## src/rtl/swlight_multi.sv

```systemverilog
// swlight_multi: NREG Unibus switch/light register pairs with ARM access and a halt/single-step
// bus-request machine. Optional Unibus write counter enabled by `define SWLIGHT_MULTI_WRCNT_EN.
module swlight_multi #(
  parameter int          NREG     = 2,
  parameter logic [17:0] BASEADDR = 18'o777570,
  parameter logic [11:0] VERSION  = 12'h001
) (
  input  logic        CLOCK,
  input  logic        RESET,
  input  logic        armwrite,
  input  logic [2:0]  armraddr,
  input  logic [2:0]  armwaddr,
  input  logic [31:0] armwdata,
  output logic [31:0] armrdata,
  input  logic [17:0] a_in_h,
  input  logic [1:0]  c_in_h,
  input  logic [15:0] d_in_h,
  input  logic        hltgr_in_l,
  input  logic        init_in_h,
  input  logic        msyn_in_h,
  output logic [15:0] d_out_h,
  output logic        hltrq_out_h,
  output logic        init_out_h,
  output logic        sack_out_h,
  output logic        ssyn_out_h
);

  localparam logic [3:0]  SIZE_FIELD = 4'($clog2(2 + NREG) - 1);
  localparam logic [16:0] BASE_WORD  = BASEADDR[17:1];

  typedef enum logic [2:0] {
    HS_IDLE    = 3'd0,
    HS_REQ     = 3'd1,
    HS_GRANTED = 3'd2,
    HS_HELD    = 3'd3,
    HS_STEP    = 3'd4
  } halt_state_t;

  logic [15:0] lights   [NREG];
  logic [15:0] switches [NREG];
  logic        enable;
  logic        haltreq;
  logic        stepreq;
  logic        businit;
  logic        halted;
  logic [15:0] wrcnt;

  halt_state_t hs, hs_next;
  logic        halted_next;
  logic        hltrq_next;
  logic        sack_next;
  logic        step_clr;

  logic arm_ctrl_wr;
  assign arm_ctrl_wr = armwrite && (armwaddr == 3'd1);
  assign init_out_h  = businit;

  // ---------------------------------------------------------------------------
  // Unibus address decode
  // ---------------------------------------------------------------------------
  logic [NREG-1:0] hit;
  logic [15:0]     hit_switches;

  // NOTE: every always_comb output gets a default before any branch, so no latch is inferred.
  always_comb begin
    hit          = '0;
    hit_switches = '0;
    for (int k = 0; k < NREG; k++) begin
      if (a_in_h[17:1] == BASE_WORD + 17'(k)) begin
        hit[k]       = 1'b1;
        hit_switches = switches[k];
      end
    end
  end

  logic uni_sel;
  logic uni_write;
  logic hi_en;
  logic lo_en;

  // An ARM write or INIT suppresses any Unibus action; a held MSYN is serviced afterwards.
  assign uni_sel   = ~init_in_h & ~armwrite & enable & msyn_in_h & ~ssyn_out_h & (|hit);
  assign uni_write = uni_sel & c_in_h[1];
  assign hi_en     = ~c_in_h[0] | a_in_h[0];
  assign lo_en     = ~c_in_h[0] | ~a_in_h[0];

  always_ff @(posedge CLOCK or posedge RESET) begin
    if (RESET) begin
      d_out_h    <= '0;
      ssyn_out_h <= 1'b0;
    end else if (init_in_h) begin
      d_out_h    <= '0;
      ssyn_out_h <= 1'b0;
    end else if (!armwrite) begin
      if (!msyn_in_h) begin
        d_out_h    <= '0;
        ssyn_out_h <= 1'b0;
      end else if (uni_sel) begin
        ssyn_out_h <= 1'b1;
        if (!c_in_h[1]) d_out_h <= hit_switches;
      end
    end
  end

  // NOTE: the register arrays are small and ARM-visible, so they are reset like any other flop.
  always_ff @(posedge CLOCK or posedge RESET) begin
    if (RESET) begin
      for (int k = 0; k < NREG; k++) lights[k] <= '0;
    end else begin
      for (int k = 0; k < NREG; k++) begin
        if (uni_write && hit[k]) begin
          if (hi_en) lights[k][15:8] <= d_in_h[15:8];
          if (lo_en) lights[k][7:0]  <= d_in_h[7:0];
        end
      end
    end
  end

  // ---------------------------------------------------------------------------
  // ARM-writable registers
  // ---------------------------------------------------------------------------
  always_ff @(posedge CLOCK or posedge RESET) begin
    if (RESET) begin
      for (int k = 0; k < NREG; k++) switches[k] <= '0;
    end else begin
      for (int k = 0; k < NREG; k++) begin
        if (armwrite && armwaddr == 3'(k + 2)) switches[k] <= armwdata[15:0];
      end
    end
  end

  // The ARM write of stepreq wins over the machine clearing it in the same cycle.
  always_ff @(posedge CLOCK or posedge RESET) begin
    if (RESET) begin
      enable  <= 1'b0;
      haltreq <= 1'b0;
      stepreq <= 1'b0;
      businit <= 1'b0;
    end else if (arm_ctrl_wr) begin
      enable  <= armwdata[31];
      haltreq <= armwdata[30];
      stepreq <= armwdata[28];
      businit <= armwdata[27];
    end else if (step_clr) begin
      stepreq <= 1'b0;
    end
  end

`ifdef SWLIGHT_MULTI_WRCNT_EN
  always_ff @(posedge CLOCK or posedge RESET) begin
    if (RESET) begin
      wrcnt <= '0;
    end else if (arm_ctrl_wr && armwdata[26]) begin
      wrcnt <= '0;
    end else if (uni_write) begin
      wrcnt <= wrcnt + 16'd1;
    end
  end

  logic unused_wdata;
  assign unused_wdata = ^{armwdata[29], armwdata[25:16]};
`else
  assign wrcnt = '0;

  logic unused_wdata;
  assign unused_wdata = ^{armwdata[29], armwdata[26:16]};
`endif

  // ---------------------------------------------------------------------------
  // Halt / single-step bus request machine
  // ---------------------------------------------------------------------------
  always_ff @(posedge CLOCK or posedge RESET) begin
    if (RESET) begin
      hs          <= HS_IDLE;
      halted      <= 1'b0;
      hltrq_out_h <= 1'b0;
      sack_out_h  <= 1'b0;
    end else begin
      hs          <= hs_next;
      halted      <= halted_next;
      hltrq_out_h <= hltrq_next;
      sack_out_h  <= sack_next;
    end
  end

  always_comb begin
    hs_next     = hs;
    halted_next = halted;
    hltrq_next  = hltrq_out_h;
    sack_next   = sack_out_h;
    step_clr    = 1'b0;
    if (!enable) begin
      hs_next     = HS_IDLE;
      halted_next = 1'b0;
      hltrq_next  = 1'b0;
      sack_next   = 1'b0;
    end else begin
      case (hs)
        HS_IDLE: begin
          if (haltreq) begin
            hs_next    = HS_REQ;
            hltrq_next = 1'b1;
          end
        end
        HS_REQ: begin
          if (!hltgr_in_l) begin
            hs_next     = HS_GRANTED;
            halted_next = 1'b1;
            hltrq_next  = 1'b0;
            sack_next   = 1'b1;
          end
        end
        HS_GRANTED: begin
          if (hltgr_in_l) hs_next = HS_HELD;
        end
        HS_HELD: begin
          if (!haltreq) begin
            hs_next     = HS_IDLE;
            halted_next = 1'b0;
            sack_next   = 1'b0;
          end else if (stepreq) begin
            hs_next     = HS_STEP;
            halted_next = 1'b0;
            sack_next   = 1'b0;
            step_clr    = 1'b1;
          end
        end
        // The processor executes one instruction here before the request goes out again.
        HS_STEP: begin
          hs_next    = HS_REQ;
          hltrq_next = 1'b1;
        end
        default: hs_next = HS_IDLE;
      endcase
    end
  end

  // ---------------------------------------------------------------------------
  // ARM read mux
  // ---------------------------------------------------------------------------
  always_comb begin
    armrdata = 32'hDEADBEEF;
    case (armraddr)
      3'd0: armrdata = {16'h534D, SIZE_FIELD, VERSION};
      3'd1: armrdata = {enable, haltreq, halted, stepreq, businit, hs, 8'h00, wrcnt};
      default: begin
        for (int k = 0; k < NREG; k++) begin
          if (armraddr == 3'(k + 2)) armrdata = {lights[k], switches[k]};
        end
      end
    endcase
  end

endmodule
```

## config.mk

```make
export PLATFORM = sky130hd
export DESIGN_NAME = swlight_multi
export DESIGN_NICKNAME = d
export VERILOG_FILES = /design/src/rtl/swlight_multi.sv
export SDC_FILE = /design/constraint.sdc
export NUM_CORES = 1
export LEC_CHECK = 0
export ABC_AREA = 1
export CAP_MARGIN = 20
export CELL_PAD_IN_SITES_DETAIL_PLACEMENT = 1
export CELL_PAD_IN_SITES_GLOBAL_PLACEMENT = 1
export CORE_MARGIN = 1
export CORE_UTILIZATION = 38
export DETAILED_ROUTE_END_ITERATION = 8
export PLACE_DENSITY_LB_ADDON = 0.1
export SLEW_MARGIN = 10
export SYNTH_ARGS = -nofsm -noshare
export SYNTH_HDL_FRONTEND = slang
export SYNTH_SLANG_ARGS = --single-unit
```

## constraint.sdc

```tcl
create_clock -name CLOCK -period 5 [get_ports CLOCK]
set_clock_uncertainty 0.2 [all_clocks]
set_input_delay 1 -clock CLOCK [delete_from_list [all_inputs] [get_ports CLOCK]]
set_output_delay 1 -clock CLOCK [all_outputs]
set_load 0.01 [all_outputs]
```

## After elaboration in Yosys (flattened, before gate mapping)

Cells that the tools add are included.

- Register bits: 90
- Bits of input ports: 80
- Output and inout port bits: 52
- Word-level logic and storage cells: 105

- Equal/unequal tests: 21
- Muxes and demuxes: 38
- Bitwise operators: 13
- Reductions and logical operators: 18

Operator list:

| cell | number |
|---|---|
| $mux 16 | 7 |
| $mux 32 | 2 |
| $pmux 32 s2 | 1 |
| $eq 17x17->1 const B | 2 |
| $mux 1 | 19 |
| $eq 3x2->1 const B | 6 |
| $mux 3 | 6 |
| $pmux 3 s5 | 1 |
| $ne 3x3->1 const B | 4 |
| $reduce_and 2->1 | 5 |
| $eq 3x1->1 const B | 3 |
| $reduce_and 3->1 | 3 |
| $and 1x1->1 | 6 |
| $logic_not 3->1 | 2 |
| $logic_and 1x1->1 | 5 |
| $not 1->1 | 5 |
| $ne 4x1->1 const B | 1 |
| $ne 4x4->1 const B | 1 |
| $reduce_and 4->1 | 1 |
| $eq 3x3->1 const B | 1 |
| $ne 3x1->1 const B | 1 |
| $ne 3x2->1 const B | 1 |
| $pmux 1 s3 | 1 |
| $ne 2x1->1 const B | 1 |
| other kinds (4) | 5 |

## Depth between registers and ports, before layout

- Depth after elaboration: 10
- Mapped depth: 13

## Worst setup path before layout

No wires, ideal clock.

- Path kind: input port to output port
- Start: input armraddr[1]
- End: output armrdata[10]
- Arrival time: 1.926 ns
- Path slack: 1.874 ns
- Stages: 6
- Path buffers: 1
- Cell sequence: inv_1 nor2_1 nand2_1 clkinv_1 clkbuf_1 a21oi_1

- Word-level cells in the longest chain between the ends: 4

Ends and longest elaborated chain:

| what | line | RTL |
|---|---|---|
| start, declared | 11 | `input logic [2:0] armraddr,` |
| $eq 3x2->1 | 248 | `if (armraddr == 3'(k + 2)) armrdata = {lights[k], switches[k]};` |
| $mux 32 (2 in series) | 248 |  |
| $pmux 32 s2 (*) | 243 | `case (armraddr)` |
| end, declared | 14 | `output logic [31:0] armrdata,` |

Mark *: on every way between the ends. The rest lies on a longest branch, timed or not.

## Worst setup path in the final report

- Start: input armraddr[2]
- End: output armrdata[27]

Same word-level chain as after synthesis.

==> results_tabular.tex <==
\begin{tabular}{lr}
\hline
Metric & Value \\
\hline
\multicolumn{2}{l}{\textbf{Final layout}} \\
\quad P\&R area growth vs syn & 34.3\% \\
\quad Share of post-route cells with drive strength above 1 & 11.8\% \\
\quad NumNets Final & 778 \\
\quad Fillcell total & 1,469 \\
\quad Most common cell after layout, fill and taps aside & nand2\_1 \\
\quad Post-layout util & 52.7\% \\
\quad Ant diodes & 0 \\
\quad Commonest cells after routing, fill and taps aside & nand2\_1, clkdlybuf4s50\_1, dfrtp\_1 \\
\quad Sequential cell area & 2250 sq um \\
\quad Post-route cell area & 6360 sq um \\
\quad Total area of multi-input combinational cells & 2030 sq um \\
\multicolumn{2}{l}{\textbf{Synth}} \\
\quad Number of warnings reported in the yosys synthesis log & 0 \\
\quad Post-synth EDFFs & 0 \\
\quad Synthesized netlist net count & 668 \\
\quad Biggest area consumer among synthesized cells & dfrtp\_1 \\
\quad Fraction of the yosys area taken by sequential cells & 47.6\% \\
\quad Mapped Cells & 588 \\
\quad Synthesized area & 4740 sq um \\
\quad Largest cells by area after synthesis & dfrtp\_1, nand2\_1, o21ai\_0 \\
\quad Commonest register cell after synthesis & dfrtp\_1 \\
\quad Mean post-synth cell area & 8.05 sq um \\
\quad Ys async rst share & 100\% \\
\quad Portion of synthesized cell area occupied by the leading cell type & 47.6\% \\
\quad Post-synthesis register bit count & 90 \\
\quad Number of different library cells in the post-synthesis netlist & 31 \\
\multicolumn{2}{l}{\textbf{Power}} \\
\quad Worst IR Drop VDD & 0.000162 V \\
\quad Leakage power & 0.00295 uW \\
\quad Gate power share & 19.7\% \\
\quad Switching component of the power & 561 uW \\
\quad Internal power contribution & 1430 uW \\
\quad Net switching share of the total power & 28.2\% \\
\quad Power per Cell Area & 313 nW/um\^{}2 \\
\quad Proportion of power drawn by the clock network & 36.9\% \\
\quad Proportion of power drawn by flip-flops and latches & 43.4\% \\
\multicolumn{2}{l}{\textbf{Routing}} \\
\quad Detailed-route wire length & 14,000 um \\
\quad Number of violations reported at the end of detailed-routing iteration 0 & 242 \\
\quad Detailed-routing iteration count for the pre-antenna-repair pass & 4 \\
\quad Vias post-DR & 4,380 \\
\quad Mean routed wirelength per cell & 16.1 um \\
\quad Remaining design rule violation count & 0 \\
\quad Post-route antenna net violation count & 0 \\
\quad Via count normalized by instance count & 5.03 \\
\multicolumn{2}{l}{\textbf{Critical path}} \\
\quad Crit path launch type & input port \\
\quad Max stage delay on crit path & 570 ps \\
\quad Count of cell instances traversed by the critical path & 7 \\
\quad CP endpoint & armrdata[27] \\
\quad CP Data Arrival Time & 3070 ps \\
\quad Top delay family on crit path & buffers and inverters \\
\quad Capture point of the worst reg-to-reg path & lights[20] \\
\quad CP endpoint kind & output pin \\
\quad Total buffers and inverters traversed by the critical path & 4 \\
\quad Req. time, crit path & 3800 ps \\
\quad Type of the setup path with the least slack & input port to output pin \\
\quad Maximum fanout along the worst path & 5 \\
\quad Launch point of the critical path & armraddr[2] \\
\quad Cell-by-cell listing of the critical path & clkdlybuf4s50\_1, nor2\_1, inv\_1, nor2\_1, inv\_1, o22ai\_1, clkdlybuf4s50\_1 \\
\quad R2r setup slk & 3020 ps \\
\quad Reg-to-reg startpoint & enable \\
\quad FF-to-FF path depth & 7 \\
\quad Cell at the slowest stage of the critical path & clkdlybuf4s50\_1 \\
\multicolumn{2}{l}{\textbf{Clock tree}} \\
\quad Worst-case clock buffer depth & 2 \\
\quad H-Tree Level Count & 3 \\
\quad CTS Root Buffer Type & clkbuf\_16 \\
\quad Clock tree from TritonCTS & yes \\
\quad Hold-fix buffer count after cts & 0 \\
\quad Setup bufs post-CTS & 0 \\
\quad Clock Pin Slew Worst Setup and Hold Paths & 60 ps \\
\quad Clock insertion delay at the later pin of the skew report & 340 ps \\
\quad CTS sink count & 90 \\
\quad CTS-repair resized insts & 0 \\
\quad CTS Buf Count & 9 \\
\multicolumn{2}{l}{\textbf{GRT}} \\
\quad Overall track demand over capacity in global routing & 23.3\% \\
\quad GRT overflow & 0 \\
\quad Via count of the first global-routing pass & 4,637 \\
\quad Largest net degree at the start of global routing & 34 \\
\quad Global-route wire length before repair & 23,300 um \\
\quad Initial antenna violation count & 0 \\
\multicolumn{2}{l}{\textbf{Timing}} \\
\quad Max-slew violation count & 0 \\
\quad Transition at the pin with the smallest max-transition slack & 729 ps \\
\quad Final Hold Viols & 0 \\
\quad Setup repair after global routing missed its margin & no \\
\quad Total Negative Setup Slacks & 0 ps \\
\quad Smallest hold slack & 275 ps \\
\quad Post-layout minimum cycle time & 4270 ps \\
\quad Relative slew slack & 51.3\% \\
\quad Final cycle utilization of the critical path & 85.4\% \\
\quad Setup violators final & 0 \\
\quad Max frequency & 0.234 GHz \\
\multicolumn{2}{l}{\textbf{Placement}} \\
\quad DPL Wire Length & 10,300 um \\
\quad Global placer's final weighted congestion & 0.812 \\
\quad Buffers added on ports & 119 \\
\quad Total cell area at the placement stage & 6010 sq um \\
\multicolumn{2}{l}{\textbf{Die}} \\
\quad I/O Pins & 132 \\
\quad Floorplan Core Area & 12,100 sq um \\
\quad Starting density of the core & 39.3\% \\
\quad Standard-cell rows & 40 \\
\quad Total Die Area & 12,900 sq um \\
\quad Die Span Y & 114 um \\
\quad Width of the die & 114 um \\
\multicolumn{2}{l}{\textbf{Status}} \\
\quad Outcome & completed \\
\multicolumn{2}{l}{\textbf{Run}} \\
\quad Max-capacitance violation count & 0 \\
\multicolumn{2}{l}{\textbf{Worst hold path}} \\
\quad Worst hold start & d\_out\_h[10] \\
\quad Path type of the worst min-delay path & flip-flop to flip-flop \\
\hline
\end{tabular}
==> registers in the layout (all words and copies together), names as in the netlist <==
register and cells:
lights 32, enable 1, haltreq 1, init_out_h 1, d_out_h 16, hltrq_out_h 1
stepreq 1, ssyn_out_h 1, hs 3, switches 32, halted 1
==> logic make-up after synthesis <==
group / synth area share, %
AND/OR/NAND/NOR: 22.9
AO/OA/AOI/OAI: 20.0
buffers and inverters: 9.56
flip-flops: 47.6
==> how the worst min path moves through the flow <==
stage / to / slack [ps] / cells after the start
after floorplan: lights[10] / 250 / 2
after global placement: d_out_h[15] / 250 / 2
after detailed placement: d_out_h[10] / 260 / 2
after CTS: d_out_h[10] / 280 / 2
after global routing: lights[25] / 310 / 2
final: d_out_h[10] / 270 / 2
==> cell usage after synthesis (all sizes together), types with 5 or more instances <==
cell type / number
clkbuf: 16
nor3: 5
nor2: 41
nand3: 40
a22oi: 5
a21oi: 18
buf: 12
o22ai: 5
o211ai: 15
inv: 73
nand2: 158
o21ai: 100
dfrtp: 90
==> per-layer routing <==
layer,vias to the layer above,share of wire (%),GRT usage [%]
met2,95,47,38.7
met3,11,3.9,3.35
met1,2138,48,31.6
met5,-,0,0
li1,2136,-,-
met4,0,1.4,6.93
==> worst min-delay path, stage by stage, from the launching register on <==
cell and delay [ps]:
dfrtp_1 340, nand2_1 60, nand2_1 50
==> metrics by stage <==
step                cells  worst slack, ps  power, uW
finish                871              732       1990
global placement      853              747       1250
detailed placement    853              722       1270
global route          871              622       2080
CTS                   869              717       2000
floorplan             588             1460       1070
==> area by class of cell <==
cell class              instances  share of cell area, %
flip-flops and latches         90                   35.4
multi-input cells             396                   31.9
repair buffers                127                   19.9
inverters                      74                   4.39
clock buffers                  11                   3.82
well taps                     168                   3.31
clock inverters                 5                   1.22
==> power groups by stage <==
stage          registers [uW]  logic (uW)  clock network (uW)
5_1_grt                   872         438                 774
6_report                  862         392                 735
2_1_floorplan             858         207                   0
3_3_place_gp              870         379                   0
3_5_place_dp              874         391                   0
4_1_cts                   862         395                 744
Note: power is estimated with default switching activity, not from simulation.
